**config.mk**
```make
export PLATFORM = sky130hd
export DESIGN_NAME = pipelined_rca_adder
export DESIGN_NICKNAME = d
export VERILOG_FILES = /design/src/rtl/adder_pkg.sv /design/src/rtl/rca_segment.sv /design/src/rtl/pipelined_rca_adder.sv
export SDC_FILE = /design/constraint.sdc
export NUM_CORES = 1
export LEC_CHECK = 0
export CORE_MARGIN = 4
export CORE_UTILIZATION = 30
export CTS_BUF_LIST = sky130_fd_sc_hd__clkbuf_4
export DETAILED_ROUTE_END_ITERATION = 6
export PLACE_DENSITY = 0.47
export SLEW_MARGIN = 20
export SYNTH_ARGS = -nofsm -noshare
export SYNTH_HDL_FRONTEND = slang
export SYNTH_SLANG_ARGS = --single-unit
```
**constraint.sdc**
```tcl
create_clock -name clk -period 9 [get_ports clk]
set_clock_uncertainty 0.15 [all_clocks]
set_input_delay 2.25 -clock clk [delete_from_list [all_inputs] [get_ports clk]]
set_output_delay 2.25 -clock clk [all_outputs]
set_load 0.005 [all_outputs]
```
**src/rtl/adder_pkg.sv**
```systemverilog
// Shared constants and stage control record for the pipelined ripple-carry adder.
// Optional saturation fields are present only when PIPELINED_RCA_SAT_EN is defined.
package adder_pkg;

    localparam int DEFAULT_WIDTH  = 32;
    localparam int DEFAULT_STAGES = 4;

    function automatic int seg_width(input int width, input int stages);
        return width / stages;
    endfunction

    // Width-independent part of a stage register; the WIDTH-sized sum and
    // pending operand vectors live beside it in the adder itself.
    typedef struct packed {
        logic valid;
        logic carry;
        logic c_msb;
`ifdef PIPELINED_RCA_SAT_EN
        logic sat_mode;
        logic a_sign;
`endif
    } stage_ctrl_t;

endpackage

```
**src/rtl/rca_segment.sv**
```systemverilog
// Combinational SEG-bit ripple-carry slice; also exposes the carry into its
// most significant bit so the top slice can derive signed overflow.
module rca_segment #(
    parameter int SEG = 8
) (
    input  logic [SEG-1:0] a,
    input  logic [SEG-1:0] b,
    input  logic           cin,
    output logic [SEG-1:0] s,
    output logic           cout,
    output logic           c_msb
);

    logic [SEG:0] c;

    always_comb begin
        c    = '0;
        s    = '0;
        c[0] = cin;
        for (int i = 0; i < SEG; i++) begin
            s[i]   = a[i] ^ b[i] ^ c[i];
            c[i+1] = (a[i] & b[i]) | (c[i] & (a[i] ^ b[i]));
        end
    end

    assign cout  = c[SEG];
    assign c_msb = c[SEG-1];

endmodule

```
**src/rtl/pipelined_rca_adder.sv**
```systemverilog
// Pipelined ripple-carry adder/subtractor, one register per SEG-bit slice, with
// valid/ready backpressure. Define PIPELINED_RCA_SAT_EN for the sat_mode clamp.
module pipelined_rca_adder
    import adder_pkg::*;
#(
    parameter int WIDTH  = DEFAULT_WIDTH,
    parameter int STAGES = DEFAULT_STAGES
) (
    input  logic             clk,
    input  logic             rst_n,
    input  logic             in_valid,
    output logic             in_ready,
    input  logic [WIDTH-1:0] a,
    input  logic [WIDTH-1:0] b,
    input  logic             cin,
    input  logic             sub,
`ifdef PIPELINED_RCA_SAT_EN
    input  logic             sat_mode,
`endif
    output logic             out_valid,
    input  logic             out_ready,
    output logic [WIDTH:0]   sum,
    output logic             overflow
);

    localparam int SEG = seg_width(WIDTH, STAGES);

    stage_ctrl_t       ctrl_q   [STAGES];
    logic [WIDTH-1:0]  sum_q    [STAGES];
    logic [WIDTH-1:0]  a_q      [STAGES];
    logic [WIDTH-1:0]  b_q      [STAGES];

    stage_ctrl_t       ctrl_src [STAGES];
    logic [WIDTH-1:0]  sum_src  [STAGES];
    logic [WIDTH-1:0]  a_src    [STAGES];
    logic [WIDTH-1:0]  b_src    [STAGES];

    stage_ctrl_t       ctrl_nxt [STAGES];
    logic [WIDTH-1:0]  sum_nxt  [STAGES];
    logic [SEG-1:0]    seg_s    [STAGES];
    logic [STAGES-1:0] seg_c;
    logic [STAGES-1:0] seg_m;
    logic              stall;

    // Bubbles enter as all-zero data so an empty pipe always reads sum=0.
    always_comb begin
        ctrl_src[0]       = '0;
        ctrl_src[0].valid = in_valid;
        ctrl_src[0].carry = in_valid & (sub | cin);
`ifdef PIPELINED_RCA_SAT_EN
        ctrl_src[0].sat_mode = in_valid & sat_mode;
        ctrl_src[0].a_sign   = in_valid & a[WIDTH-1];
`endif
        a_src[0]   = in_valid ? a : '0;
        b_src[0]   = in_valid ? (sub ? ~b : b) : '0;
        sum_src[0] = '0;
        for (int k = 1; k < STAGES; k++) begin
            ctrl_src[k] = ctrl_q[k-1];
            a_src[k]    = a_q[k-1];
            b_src[k]    = b_q[k-1];
            sum_src[k]  = sum_q[k-1];
        end
    end

    for (genvar k = 0; k < STAGES; k++) begin : g_stage
        rca_segment #(.SEG(SEG)) u_seg (
            .a     (a_src[k][k*SEG +: SEG]),
            .b     (b_src[k][k*SEG +: SEG]),
            .cin   (ctrl_src[k].carry),
            .s     (seg_s[k]),
            .cout  (seg_c[k]),
            .c_msb (seg_m[k])
        );
    end

    always_comb begin
        for (int k = 0; k < STAGES; k++) begin
            ctrl_nxt[k]                = ctrl_src[k];
            ctrl_nxt[k].carry          = seg_c[k];
            ctrl_nxt[k].c_msb          = seg_m[k];
            sum_nxt[k]                 = sum_src[k];
            sum_nxt[k][k*SEG +: SEG]   = seg_s[k];
        end
    end

    // A stall freezes every stage at once, so a full pipe never drops a beat.
    always_ff @(posedge clk) begin
        if (!rst_n) begin
            for (int k = 0; k < STAGES; k++) begin
                ctrl_q[k] <= '0;
                sum_q[k]  <= '0;
                a_q[k]    <= '0;
                b_q[k]    <= '0;
            end
        end else if (!stall) begin
            for (int k = 0; k < STAGES; k++) begin
                ctrl_q[k] <= ctrl_nxt[k];
                sum_q[k]  <= sum_nxt[k];
                a_q[k]    <= a_src[k];
                b_q[k]    <= b_src[k];
            end
        end
    end

    assign out_valid = ctrl_q[STAGES-1].valid;
    assign stall     = out_valid & ~out_ready;
    assign in_ready  = ~stall;
    assign overflow  = ctrl_q[STAGES-1].carry ^ ctrl_q[STAGES-1].c_msb;

    always_comb begin
        sum = {ctrl_q[STAGES-1].carry, sum_q[STAGES-1]};
`ifdef PIPELINED_RCA_SAT_EN
        if (ctrl_q[STAGES-1].sat_mode && overflow) begin
            sum = {1'b0, ctrl_q[STAGES-1].a_sign, {(WIDTH-1){~ctrl_q[STAGES-1].a_sign}}};
        end
`endif
    end

endmodule

```
==> metrics.txt, run 1 <==
# TYPE chip_impl_metric gauge
chip_impl_info{name="status",value="completed"} 1
chip_impl_metric{name="layout_min_cycle_time",unit="ns"} 6.17
chip_impl_metric{name="drt_pre_antenna_iters",unit=""} 4
chip_impl_metric{name="detailedPlacementHpwl",unit="µm"} 9680
chip_impl_metric{name="ctsLongestPathBuffers",unit=""} 2
chip_impl_metric{name="syn_area",unit="µm²"} 8710
chip_impl_info{name="critical_path.slowest_cell",value="sky130_fd_sc_hd__buf_2"} 1
chip_impl_metric{name="placed_cells_incl_taps",unit=""} 974
chip_impl_metric{name="power.ir.vdd_worst",unit="µV"} 56.2
chip_impl_metric{name="postSynthNetCount",unit=""} 629
chip_impl_info{name="final_common_cell",value="sky130_fd_sc_hd__edfxtp_1"} 1
chip_impl_metric{name="globalRouteOverflowTotal",unit=""} 0
chip_impl_metric{name="drc_errors",unit=""} 0
chip_impl_metric{name="p_leak",unit="µW"} 0.00423
chip_impl_metric{name="period_share",unit="%"} 68.6
chip_impl_metric{name="area_growth_syn_to_layout",unit="%"} 17.6
chip_impl_metric{name="hold-worst-slack",unit="ns"} 0.407
chip_impl_metric{name="power.total",unit="µW"} 1590
chip_impl_metric{name="flop_and_latch_count_out_of_synthesis",unit=""} 185
chip_impl_metric{name="worst_slew_pin_slew",unit="ns"} 0.943
chip_impl_metric{name="clock_insertion_delay_worst_skew",unit="ns"} 0.57
chip_impl_metric{name="reg2reg_slack",unit="ns"} 4.47
chip_impl_metric{name="crit_path_max_fanout",unit=""} 33
chip_impl_metric{name="nFillCells",unit=""} 2782
chip_impl_metric{name="initial_utilization",unit="%"} 30.3
chip_impl_metric{name="final-instance-count-excl-fill",unit=""} 1008
chip_impl_info{name="tritoncts_clock_tree",value="yes"} 1
chip_impl_metric{name="fmax",unit="GHz"} 0.162
chip_impl_metric{name="die_height",unit="µm"} 178
chip_impl_info{name="ctsRootBufferMaster",value="sky130_fd_sc_hd__clkbuf_4"} 1
chip_impl_info{name="timing.rr.start",value="a_q[0][8]"} 1
chip_impl_metric{name="htree_num_levels",unit=""} 4
chip_impl_metric{name="report.final.hold_viol_count",unit=""} 0
chip_impl_metric{name="die_area",unit="µm²"} 31800
chip_impl_info{name="timing.critical_path.from_type",value="input pin"} 1
chip_impl_metric{name="worst_ep_arrival_time",unit="ns"} 6.43
chip_impl_metric{name="via_count_of_the_first_global_routing_pass",unit=""} 4543
chip_impl_info{name="worstReg2RegEnd",value="sum_q[1][15]"} 1
chip_impl_metric{name="maxSlewHeadroom",unit="%"} 37.1
chip_impl_metric{name="post_synth_num_cell_types",unit=""} 20
chip_impl_metric{name="portBuffers",unit=""} 105
chip_impl_metric{name="die_x",unit="µm"} 178
chip_impl_metric{name="post_cts_hold_buffers",unit=""} 0
chip_impl_metric{name="pin_count_of_the_biggest_net_entering_global_routing",unit=""} 140
chip_impl_metric{name="gate_count_post_synth",unit=""} 527
chip_impl_metric{name="share_of_final_layout_standard_cells_stronger_than_drive_strength_1",unit="%"} 13.0
chip_impl_metric{name="gr-usage-all-layers",unit="%"} 9.78
chip_impl_metric{name="ctsResizeCount",unit=""} 0
chip_impl_metric{name="fp.coreArea",unit="µm²"} 28700
chip_impl_info{name="min-delay-start",value="sum_q[1][3]"} 1
chip_impl_metric{name="detailroute.via_count",unit=""} 4182
chip_impl_metric{name="cp_slowest_stage_delay",unit="ns"} 0.70
chip_impl_metric{name="whs_path_depth",unit=""} 1
chip_impl_metric{name="initialDrtViolationCount",unit=""} 263
chip_impl_metric{name="cellPowerDensity",unit="nW/µm²"} 155
chip_impl_metric{name="grt_pass1_wl",unit="µm"} 24400
chip_impl_metric{name="wire_per_inst",unit="µm"} 14.8
chip_impl_metric{name="route.final.wire_length",unit="µm"} 14900
chip_impl_info{name="critical_path.cell_chain",value="buf_2 > xor2_1 > nand2_1 > fa_1 > inv_1 > fa_1 > fa_1 > fa_1 > fa_1 > fa_1 > fa_1 > inv_1 > fa_1 > nor3b_1"} 1
chip_impl_metric{name="io_pins",unit=""} 106
chip_impl_metric{name="postCtsSetupBuffers",unit=""} 0
chip_impl_info{name="hold_path_class",value="flop to flop"} 1
chip_impl_metric{name="drtAntennaViolNets",unit=""} 0
chip_impl_metric{name="rows",unit=""} 62
chip_impl_metric{name="clock_sink_count",unit=""} 185
chip_impl_metric{name="synth.yosys.warnings",unit=""} 0
chip_impl_metric{name="critical_path_required",unit="ns"} 9.26
chip_impl_metric{name="globalplace.congestion",unit=""} 0.732
chip_impl_info{name="critPathKind",value="input pin to flop"} 1
chip_impl_metric{name="avgSynthCellArea",unit="µm²"} 16.5
chip_impl_metric{name="antenna_found_initial",unit=""} 1
chip_impl_metric{name="final_max_slew_viol_count",unit=""} 0
chip_impl_metric{name="r2r.worst_path.cells",unit=""} 12
chip_impl_metric{name="cap_viol_max_count",unit=""} 0
chip_impl_info{name="worst_setup_path_end_kind",value="flop"} 1
chip_impl_metric{name="setup-tns-final",unit="ns"} 0
chip_impl_info{name="hold_path_end",value="sum_q[2][3]"} 1
chip_impl_info{name="layout.cells.most_common_list",value="185 x sky130_fd_sc_hd__edfxtp_1, 124 x sky130_fd_sc_hd__and3b_1, 103 x sky130_fd_sc_hd__clkdlybuf4s50_1, 32 x sky130_fd_sc_hd__fa_1, 25 x sky130_fd_sc_hd__inv_1"} 1
chip_impl_metric{name="synth.yosys.seq_area_share",unit="%"} 63.8
chip_impl_info{name="rsz0062_at_grt",value="false"} 1
chip_impl_metric{name="cts-buffers-inserted",unit=""} 17
chip_impl_metric{name="nNetsFinal",unit=""} 711
chip_impl_metric{name="cts.reportedPaths.clkPinSlew",unit="ns"} 0.17
chip_impl_metric{name="routed_via_density",unit=""} 4.15
chip_impl_metric{name="setup-violations-final",unit=""} 0
chip_impl_info{name="top_cell_by_count_worst_path",value="sky130_fd_sc_hd__fa_1"} 1
## stage by stage
stage               util, %  cell area (µm²)  setup WS [ns]
floorplan                 -             8710           1.68
global placement       34.7             9950           2.27
detailed placement     34.7             9950           2.21
CTS                    35.6            10200           2.84
global route           35.7            10200           2.68
finish                 35.7            10200           2.83
## sequential cells by signal (all words and copies together), names as in the netlist
signal	cells
a_q	48
b_q	48
ctrl_q	9
sum_q	80
## metal layers
layer / global-route usage, % / vias up / share of wire [%]
met5: 0 / - / 0
met2: 15.1 / 69 / 46
met1: 13.5 / 2028 / 49
met3: 2.16 / 16 / 3.7
li1: - / 2069 / -
met4: 3.65 / 0 / 1.5
## worst max path at each step
stage               slack (ns)  startpoint  cells past startpoint     endpoint
CTS                       2.84         sub                     14  sum_q[0][7]
global route              2.68         sub                     14  sum_q[0][7]
global placement          2.27         sub                     14  sum_q[0][7]
finish                    2.83         sub                     14  sum_q[0][7]
floorplan                 1.68   out_ready                      5   a_q[0][10]
detailed placement        2.21         sub                     14  sum_q[0][7]
## kinds of logic after synthesis
group / after synthesis / synth area share (%)
adders and majority gates: 32 / 7.36
DFF: 185 / 63.8
xor gates and xnor gates: 33 / 3.32
and+or+nand+nor: 204 / 20.6
AOI/OAI and AO/OA: 1 / 0.0574
buffers and inverters: 72 / 4.90
## synthesized netlist by cell type (all sizes together)
cell	number	area (µm²)
edfxtp	185	5560
and3b	124	1090
nor3b	36	375
fa	32	641
buf	27	258
inv	25	93.8
nor3	24	210
xnor2	24	210
clkbuf	20	75.1
and2	12	75.1
xor2	9	78.8
nand2	6	25.0
nor2	1	3.75
nor2b	1	13.8
o21ai	1	5.00
## area by class of cell
| cell class | count | area (µm²) | share of cell area (%) |
|---|---|---|---|
| repair buffers | 110 | 1090 | 10.7 |
| diodes | 2 | 5.00 | 0.0489 |
| well taps | 384 | 480 | 4.69 |
| flip-flops and latches | 185 | 5560 | 54.3 |
| multi-input cells | 270 | 2730 | 26.7 |
| inverters | 25 | 93.8 | 0.917 |
| clock buffers | 17 | 128 | 1.25 |
| clock inverters | 15 | 150 | 1.47 |
## critical path: cells and delay by family
family	cells	cell delay [ns]
simple gates	2	0.32
fa+ha+maj	8	2.89
buf+inv	3	0.82
xor+xnor	1	0.14
## power breakdown
part	switching, µW	internal, µW
logic	62.2	80.1
clock network	312	125
registers	15.0	994
total	389	1200
Note: power is estimated with default switching activity, not from simulation.
==> inputs of run 2 (changes only) <==
==> constraint.sdc (replaced) <==
create_clock -name clk -period 6 [get_ports clk]
set_clock_uncertainty 0.15 [all_clocks]
set_input_delay 1.5 -clock clk [delete_from_list [all_inputs] [get_ports clk]]
set_output_delay 1.5 -clock clk [all_outputs]
set_load 0.005 [all_outputs]
==> run 2 against run 1 <==
Global-route usage grew 0.080 points. Utilization is 0.29 points higher. Power up 54%. Worst hold slack gained 0.0057 ns. Largest power group unchanged.
==> metrics.txt, run 2 (synthesis results as in run 1) <==
# TYPE chip_impl_metric gauge
chip_impl_info{name="status",value="completed"} 1
chip_impl_metric{name="route.final.wire_length",unit="µm"} 15000
chip_impl_info{name="min-delay-start",value="sum_q[0][3]"} 1
chip_impl_metric{name="die_x",unit="µm"} 178
chip_impl_metric{name="wire_per_inst",unit="µm"} 14.9
chip_impl_metric{name="detailedPlacementHpwl",unit="µm"} 9570
chip_impl_info{name="rsz0062_at_grt",value="false"} 1
chip_impl_metric{name="globalRouteOverflowTotal",unit=""} 0
chip_impl_metric{name="worst_slew_pin_slew",unit="ns"} 0.874
chip_impl_metric{name="cts.reportedPaths.clkPinSlew",unit="ns"} 0.17
chip_impl_metric{name="rows",unit=""} 62
chip_impl_metric{name="power.ir.vdd_worst",unit="µV"} 92.8
chip_impl_info{name="worst_setup_path_end_kind",value="flop"} 1
chip_impl_metric{name="setup-tns-final",unit="ns"} 0
chip_impl_metric{name="portBuffers",unit=""} 105
chip_impl_metric{name="via_count_of_the_first_global_routing_pass",unit=""} 4617
chip_impl_info{name="tritoncts_clock_tree",value="yes"} 1
chip_impl_metric{name="cellPowerDensity",unit="nW/µm²"} 237
chip_impl_metric{name="antenna_found_initial",unit=""} 1
chip_impl_metric{name="post_cts_hold_buffers",unit=""} 0
chip_impl_metric{name="pin_count_of_the_biggest_net_entering_global_routing",unit=""} 137
chip_impl_info{name="timing.critical_path.from_type",value="input pin"} 1
chip_impl_metric{name="grt_pass1_wl",unit="µm"} 24700
chip_impl_info{name="critPathKind",value="input pin to flop"} 1
chip_impl_metric{name="initialDrtViolationCount",unit=""} 262
chip_impl_metric{name="detailroute.via_count",unit=""} 4218
chip_impl_metric{name="die_area",unit="µm²"} 31800
chip_impl_metric{name="reg2reg_slack",unit="ns"} 1.38
chip_impl_metric{name="maxSlewHeadroom",unit="%"} 41.5
chip_impl_info{name="hold_path_end",value="sum_q[1][3]"} 1
chip_impl_metric{name="cts-buffers-inserted",unit=""} 17
chip_impl_metric{name="final_core_utilization",unit="%"} 36.0
chip_impl_metric{name="nNetsFinal",unit=""} 714
chip_impl_metric{name="worst_ep_arrival_time",unit="ns"} 5.38
chip_impl_metric{name="ctsLongestPathBuffers",unit=""} 2
chip_impl_metric{name="fmax",unit="GHz"} 0.195
chip_impl_metric{name="whs_path_depth",unit=""} 1
chip_impl_metric{name="cap_viol_max_count",unit=""} 0
chip_impl_metric{name="clock_insertion_delay_worst_skew",unit="ns"} 0.55
chip_impl_metric{name="r2r.worst_path.cells",unit=""} 12
chip_impl_metric{name="initial_utilization",unit="%"} 30.3
chip_impl_metric{name="globalplace.congestion",unit=""} 0.719
chip_impl_info{name="hold_path_class",value="flop to flop"} 1
chip_impl_metric{name="drc_errors",unit=""} 0
chip_impl_info{name="layout.cells.most_common_list",value="185 x sky130_fd_sc_hd__edfxtp_1, 124 x sky130_fd_sc_hd__and3b_1, 103 x sky130_fd_sc_hd__clkdlybuf4s50_1, 32 x sky130_fd_sc_hd__fa_1, 25 x sky130_fd_sc_hd__inv_1"} 1
chip_impl_info{name="ctsRootBufferMaster",value="sky130_fd_sc_hd__clkbuf_4"} 1
chip_impl_metric{name="die_height",unit="µm"} 178
chip_impl_metric{name="routed_via_density",unit=""} 4.18
chip_impl_metric{name="drt_pre_antenna_iters",unit=""} 4
chip_impl_info{name="timing.rr.start",value="a_q[0][48]"} 1
chip_impl_metric{name="htree_num_levels",unit=""} 4
chip_impl_info{name="final_common_cell",value="sky130_fd_sc_hd__edfxtp_1"} 1
chip_impl_metric{name="period_share",unit="%"} 85.4
chip_impl_metric{name="postCtsSetupBuffers",unit=""} 0
chip_impl_info{name="worstReg2RegEnd",value="sum_q[2][23]"} 1
chip_impl_info{name="max_flop_register",value="sum_q"} 1
chip_impl_metric{name="final_max_slew_viol_count",unit=""} 0
chip_impl_metric{name="crit_path_max_fanout",unit=""} 1
chip_impl_metric{name="io_pins",unit=""} 106
chip_impl_metric{name="nFillCells",unit=""} 2774
chip_impl_metric{name="p_leak",unit="µW"} 0.00426
chip_impl_metric{name="area_growth_syn_to_layout",unit="%"} 18.5
chip_impl_metric{name="setup-violations-final",unit=""} 0
chip_impl_metric{name="drtAntennaViolNets",unit=""} 0
chip_impl_info{name="layout_top_registers",value="sum_q x80, a_q x48, b_q x48"} 1
chip_impl_metric{name="report.final.hold_viol_count",unit=""} 0
chip_impl_metric{name="fp.coreArea",unit="µm²"} 28700
chip_impl_metric{name="largest_register_ff_count",unit=""} 80
chip_impl_metric{name="critical_path_required",unit="ns"} 6.25
chip_impl_metric{name="clock_sink_count",unit=""} 185
chip_impl_metric{name="share_of_final_layout_standard_cells_stronger_than_drive_strength_1",unit="%"} 13.4
chip_impl_metric{name="ctsResizeCount",unit=""} 0
chip_impl_metric{name="layout_min_cycle_time",unit="ns"} 5.13
chip_impl_metric{name="gr-usage-all-layers",unit="%"} 9.86
run 2: changes by cell type in the layout (fill, tap and decap cells not counted):
cell                         previous run  this run
sky130_fd_sc_hd__diode_2                2         1
sky130_fd_sc_hd__buf_16                 0         1
sky130_fd_sc_hd__clkinvlp_4             1         2
sky130_fd_sc_hd__buf_4                  5         6
sky130_fd_sc_hd__bufinv_16              0         2
sky130_fd_sc_hd__clkinv_4               4         1
sky130_fd_sc_hd__clkinv_8               2         1
sky130_fd_sc_hd__nand2_4                1         0
sky130_fd_sc_hd__clkinv_2               0         1
sky130_fd_sc_hd__nand2_8                0         1
sky130_fd_sc_hd__buf_6                  0         1
run 2: layout make-up:
class	instances	area [µm²]	share of cell area, %
Antenna cell	1	2.50	0.0242
Multi-Input combinational cell	270	2740	26.6
Timing Repair Buffer	113	1140	11.0
Clock buffer	17	128	1.24
Tap cell	384	480	4.66
Sequential cell	185	5560	53.8
Clock inverter	15	180	1.75
Inverter	25	93.8	0.909
run 2: power by group:
group | switching (µW) | total, µW | internal (µW)
clock network | 453 | 718 | 264
logic | 95.4 | 218 | 122
registers | 21.3 | 1510 | 1490
run 2: worst max path at each step:
stage / end / start / slack, ns / cells past startpoint
3_5_place_dp: sum_q[0][7] / b[0] / 0.29 / 14
6_report: sum_q[0][7] / b[0] / 0.87 / 14
5_1_grt: sum_q[0][7] / in_valid / 0.74 / 13
3_3_place_gp: sum_q[0][7] / b[0] / 0.36 / 14
4_1_cts: sum_q[0][7] / b[0] / 0.93 / 14
2_1_floorplan: sum_q[0][7] / sub / 0.55 / 15
run 2: worst max-delay path: stages:
cell	delay (ns)
sky130_fd_sc_hd__clkdlybuf4s50_1	0.43
sky130_fd_sc_hd__xor2_1	0.16
sky130_fd_sc_hd__nand2_1	0.09
sky130_fd_sc_hd__fa_1	0.17
sky130_fd_sc_hd__inv_1	0.05
sky130_fd_sc_hd__fa_1	0.37
sky130_fd_sc_hd__fa_1	0.39
sky130_fd_sc_hd__fa_1	0.39
sky130_fd_sc_hd__fa_1	0.39
sky130_fd_sc_hd__fa_1	0.39
sky130_fd_sc_hd__fa_1	0.36
sky130_fd_sc_hd__inv_1	0.07
sky130_fd_sc_hd__fa_1	0.41
sky130_fd_sc_hd__nor3b_1	0.19
run 2: per-stage QoR:
step | hold slack (ns) | worst slack, ns | total power, µW | area [µm²] | instances
6_report | 0.413 | 0.875 | 2450 | 10300 | 1010
2_1_floorplan | 0.381 | 0.552 | 1660 | 8710 | 527
5_1_grt | 0.424 | 0.744 | 2570 | 10300 | 1010
3_3_place_gp | 0.388 | 0.365 | 1760 | 9980 | 976
3_5_place_dp | 0.389 | 0.294 | 1760 | 9980 | 976
4_1_cts | 0.411 | 0.927 | 2490 | 10300 | 1008
run 2: per-layer routing:
| metal | GRT usage (%) | routed length [µm] | up-vias |
|---|---|---|---|
| li1 | - | - | 2077 |
| met1 | 14.1 | 7330 | 2058 |
| met3 | 2.67 | 610 | 11 |
| met2 | 14.7 | 6910 | 72 |
| met5 | 0 | 0 | - |
| met4 | 2.97 | 163 | 0 |
==> inputs of run 3 (changes only) <==
--- a/config.mk
+++ b/config.mk
@@ -10,7 +10,9 @@
 export CTS_BUF_LIST = sky130_fd_sc_hd__clkbuf_4
 export DETAILED_ROUTE_END_ITERATION = 6
 export PLACE_DENSITY = 0.47
+export SKIP_CTS_REPAIR_TIMING = 1
 export SLEW_MARGIN = 20
 export SYNTH_ARGS = -nofsm -noshare
 export SYNTH_HDL_FRONTEND = slang
+export SYNTH_HIERARCHICAL = 1
 export SYNTH_SLANG_ARGS = --single-unit
==> run 3 against run 2 <==
Power down 1.1%. Sequential power barely moved. Utilization about the same. Combinational power is essentially flat. Non-clock buffer count is 3 lower. Worst setup slack worse by 0.059 ns. Synthesized area rose by 1.6%. Synthesized cell count increased by 3.0%. Worst hold slack got worse by 0.013 ns. Critical path depth is 2 higher. Via count is 2.5% higher. Register-to-register slack better by 0.57 ns. Critical path type unchanged. Highest routed layer unchanged.
==> metrics.txt, run 3 <==
# TYPE chip_impl_metric gauge
chip_impl_metric{name="netSwitchingPower",unit="µW"} 585
chip_impl_metric{name="layout_min_cycle_time",unit="ns"} 5.18
chip_impl_info{name="ctsRootBufferMaster",value="sky130_fd_sc_hd__clkbuf_4"} 1
chip_impl_metric{name="sw_frac_of_total",unit="%"} 24.2
chip_impl_info{name="layout_top_registers",value="sum_q x80, a_q x48, b_q x48"} 1
chip_impl_metric{name="postSynthNetCount",unit=""} 645
chip_impl_metric{name="post_synth_num_cell_types",unit=""} 19
chip_impl_metric{name="route.final.wire_length",unit="µm"} 15300
chip_impl_metric{name="cap_viol_max_count",unit=""} 0
chip_impl_info{name="ys_top_cells_by_area",value="sky130_fd_sc_hd__edfxtp_1 63%, sky130_fd_sc_hd__and3b_1 13%, sky130_fd_sc_hd__fa_1 7.2%"} 1
chip_impl_metric{name="nFillCells",unit=""} 2790
chip_impl_info{name="tritoncts_clock_tree",value="yes"} 1
chip_impl_metric{name="drtAntennaViolNets",unit=""} 0
chip_impl_info{name="worst_setup_path_end_kind",value="flop"} 1
chip_impl_metric{name="power.ir.vdd_worst",unit="µV"} 80.4
chip_impl_metric{name="report.final.hold_viol_count",unit=""} 0
chip_impl_metric{name="synth.yosys.warnings",unit=""} 6
chip_impl_metric{name="power.total",unit="µW"} 2420
chip_impl_metric{name="synth_xor_area_share",unit="%"} 3.27
chip_impl_metric{name="cellPowerDensity",unit="nW/µm²"} 233
chip_impl_info{name="critical_path.cell_chain",value="clkdlybuf4s50_1 > xor2_1 > and2_1 > fa_1 > inv_1 > fa_1 > inv_1 > fa_1 > fa_1 > fa_1 > fa_1 > inv_1 > fa_1 > inv_1 > fa_1 > and3b_1"} 1
chip_impl_metric{name="largest_register_ff_count",unit=""} 80
chip_impl_metric{name="p_comb_share",unit="%"} 9.0
chip_impl_metric{name="nNetsFinal",unit=""} 727
chip_impl_metric{name="synth.mux.area_fraction",unit="%"} 0
chip_impl_info{name="status",value="completed"} 1
chip_impl_metric{name="power.internal",unit="µW"} 1830
chip_impl_metric{name="detailroute.via_count",unit=""} 4322
chip_impl_metric{name="place_area",unit="µm²"} 10100
chip_impl_metric{name="flop_and_latch_count_out_of_synthesis",unit=""} 185
chip_impl_metric{name="worst_ep_arrival_time",unit="ns"} 5.35
chip_impl_metric{name="pin_count_of_the_biggest_net_entering_global_routing",unit=""} 187
chip_impl_info{name="layout.cells.most_common_list",value="185 x sky130_fd_sc_hd__edfxtp_1, 136 x sky130_fd_sc_hd__and3b_1, 103 x sky130_fd_sc_hd__clkdlybuf4s50_1, 41 x sky130_fd_sc_hd__inv_1, 32 x sky130_fd_sc_hd__fa_1"} 1
chip_impl_metric{name="antenna_found_initial",unit=""} 1
chip_impl_metric{name="clock_sink_count",unit=""} 185
chip_impl_metric{name="syn_area",unit="µm²"} 8850
chip_impl_info{name="rsz0062_at_grt",value="false"} 1
chip_impl_info{name="largest_family_of_logic_cells_by_synthesized_area",value="simple AND/OR/NAND/NOR gates"} 1
chip_impl_metric{name="synth.yosys.seq_area_share",unit="%"} 62.8
chip_impl_metric{name="die_x",unit="µm"} 180
chip_impl_info{name="critical_path.slowest_cell",value="sky130_fd_sc_hd__clkdlybuf4s50_1"} 1
chip_impl_info{name="final_common_cell",value="sky130_fd_sc_hd__edfxtp_1"} 1
chip_impl_metric{name="die_area",unit="µm²"} 32300
chip_impl_metric{name="synth_async_sr_flop_share",unit="%"} 0
chip_impl_metric{name="p_leak",unit="µW"} 0.00441
chip_impl_metric{name="hold-worst-slack",unit="ns"} 0.400
chip_impl_metric{name="synth_largest_type_area_fraction",unit="%"} 62.8
chip_impl_metric{name="initial_utilization",unit="%"} 30.6
chip_impl_metric{name="worst_slew_pin_slew",unit="ns"} 0.958
chip_impl_info{name="critPathKind",value="input pin to flop"} 1
chip_impl_info{name="hold_path_class",value="flop to flop"} 1
chip_impl_metric{name="setup-violations-final",unit=""} 0
chip_impl_metric{name="share_of_final_layout_standard_cells_stronger_than_drive_strength_1",unit="%"} 13.9
chip_impl_metric{name="fmax",unit="GHz"} 0.193
chip_impl_info{name="timing.critical_path.max_delay_family",value="adder cells"} 1
chip_impl_metric{name="gate_count_post_synth",unit=""} 543
chip_impl_info{name="top_cell_by_count_worst_path",value="sky130_fd_sc_hd__fa_1"} 1
chip_impl_metric{name="pwr-share-seq",unit="%"} 62.4
chip_impl_metric{name="drt_pre_antenna_iters",unit=""} 4
chip_impl_metric{name="number_of_enable_type_register_cells_in_the_synthesized_netlist",unit=""} 185
chip_impl_info{name="synthTopCellsByCount",value="185 x sky130_fd_sc_hd__edfxtp_1, 136 x sky130_fd_sc_hd__and3b_1, 41 x sky130_fd_sc_hd__inv_1"} 1
chip_impl_metric{name="final_max_slew_viol_count",unit=""} 0
chip_impl_metric{name="synth_compound_area_share",unit="%"} 0.0848
chip_impl_metric{name="grt_pass1_wl",unit="µm"} 25300
chip_impl_metric{name="finish.instance_area",unit="µm²"} 10400
chip_impl_metric{name="cp_slowest_stage_delay",unit="ns"} 0.42
chip_impl_metric{name="drc_errors",unit=""} 0
chip_impl_metric{name="detailedPlacementHpwl",unit="µm"} 8920
chip_impl_metric{name="htree_num_levels",unit=""} 4
chip_impl_metric{name="cts.reportedPaths.clkPinSlew",unit="ns"} 0.17
chip_impl_metric{name="ctsLongestPathBuffers",unit=""} 2
chip_impl_metric{name="synth_simple_gate_area_share",unit="%"} 21.0
chip_impl_metric{name="power.share.clock",unit="%"} 28.6
chip_impl_metric{name="gr-usage-all-layers",unit="%"} 9.68
chip_impl_metric{name="die_height",unit="µm"} 180
chip_impl_metric{name="crit_path_max_fanout",unit=""} 1
chip_impl_metric{name="critical_path_required",unit="ns"} 6.17
chip_impl_metric{name="synth-adder-area-share",unit="%"} 7.24
chip_impl_metric{name="fp.coreArea",unit="µm²"} 28900
chip_impl_metric{name="globalRouteOverflowTotal",unit=""} 0
chip_impl_metric{name="maxSlewHeadroom",unit="%"} 36.1
chip_impl_metric{name="clock_insertion_delay_worst_skew",unit="ns"} 0.55
chip_impl_info{name="synth-main-ff-cell",value="sky130_fd_sc_hd__edfxtp_1"} 1
chip_impl_metric{name="globalplace.congestion",unit=""} 0.764
chip_impl_metric{name="rows",unit=""} 62
chip_impl_metric{name="area_growth_syn_to_layout",unit="%"} 17.5
chip_impl_metric{name="cts-buffers-inserted",unit=""} 17
chip_impl_info{name="max_flop_register",value="sum_q"} 1
chip_impl_metric{name="wire_per_inst",unit="µm"} 15.0
chip_impl_metric{name="io_pins",unit=""} 106
chip_impl_metric{name="via_count_of_the_first_global_routing_pass",unit=""} 4721
chip_impl_info{name="post-synth-top-area-cell",value="sky130_fd_sc_hd__edfxtp_1"} 1
chip_impl_info{name="timing.critical_path.from_type",value="input pin"} 1
chip_impl_metric{name="avgSynthCellArea",unit="µm²"} 16.3
chip_impl_metric{name="routed_via_density",unit=""} 4.22
chip_impl_metric{name="portBuffers",unit=""} 105
chip_impl_metric{name="initialDrtViolationCount",unit=""} 284
chip_impl_metric{name="period_share",unit="%"} 86.4
chip_impl_metric{name="timing.critical_path.buf_inv",unit=""} 5
chip_impl_metric{name="setup-tns-final",unit="ns"} 0
chip_impl_info{name="synth_most_common_cell",value="sky130_fd_sc_hd__edfxtp_1"} 1
run 3: cell families after synthesis:
family / after synthesis
adder cells (fa/ha/maj): 32
AND/OR/NAND/NOR: 204
flip-flops: 185
AO/OA/AOI/OAI: 1
XOR/XNOR: 33
buffers and inverters: 88
run 3: cell type report:
class	instances	area (µm²)	area share (%)
Multi-Input combinational cell	270	2810	27.0
Tap cell	384	480	4.62
Sequential cell	185	5560	53.4
Clock buffer	17	128	1.23
Clock inverter	15	161	1.55
Inverter	41	154	1.48
Timing Repair Buffer	110	1110	10.6
Antenna cell	1	2.50	0.0241
run 3: metal layers:
layer | vias to the layer above | track usage (%) | part of all wire [%]
li1 | 2100 | - | -
met3 | 10 | 2.28 | 3.2
met1 | 2140 | 12.8 | 47
met5 | - | 0 | 0
met4 | 0 | 3.32 | 1.4
met2 | 72 | 15.7 | 49
run 3: power groups by stage:
| stage | combinational [µW] | clock (µW) | sequential (µW) |
|---|---|---|---|
| global placement | 221 | 0 | 1540 |
| floorplan | 127 | 0 | 1540 |
| finish | 218 | 692 | 1510 |
| detailed placement | 224 | 0 | 1540 |
| global route | 245 | 784 | 1520 |
| CTS | 224 | 736 | 1510 |
run 3: path summary, 6_finish.rpt:
path | start | endpoint | slack (ns) | depth (start not counted)
min | sum_q[0][6] | sum_q[1][6] | 0.40 | 1
max | b[0] | sum_q[0][7] | 0.82 | 16
max reg2reg | a_q[0][88] | sum_q[3][31] | 1.95 | 13
min reg2reg | sum_q[0][6] | sum_q[1][6] | 0.40 | 1
run 3: through the flow:
stage               setup WS [ns]  utilization [%]  cells
floorplan                   0.522                -    543
global placement            0.324             34.9    990
detailed placement          0.234             34.9    990
CTS                         0.892             35.9   1022
global route                0.752             35.9   1023
finish                      0.816             35.9   1023
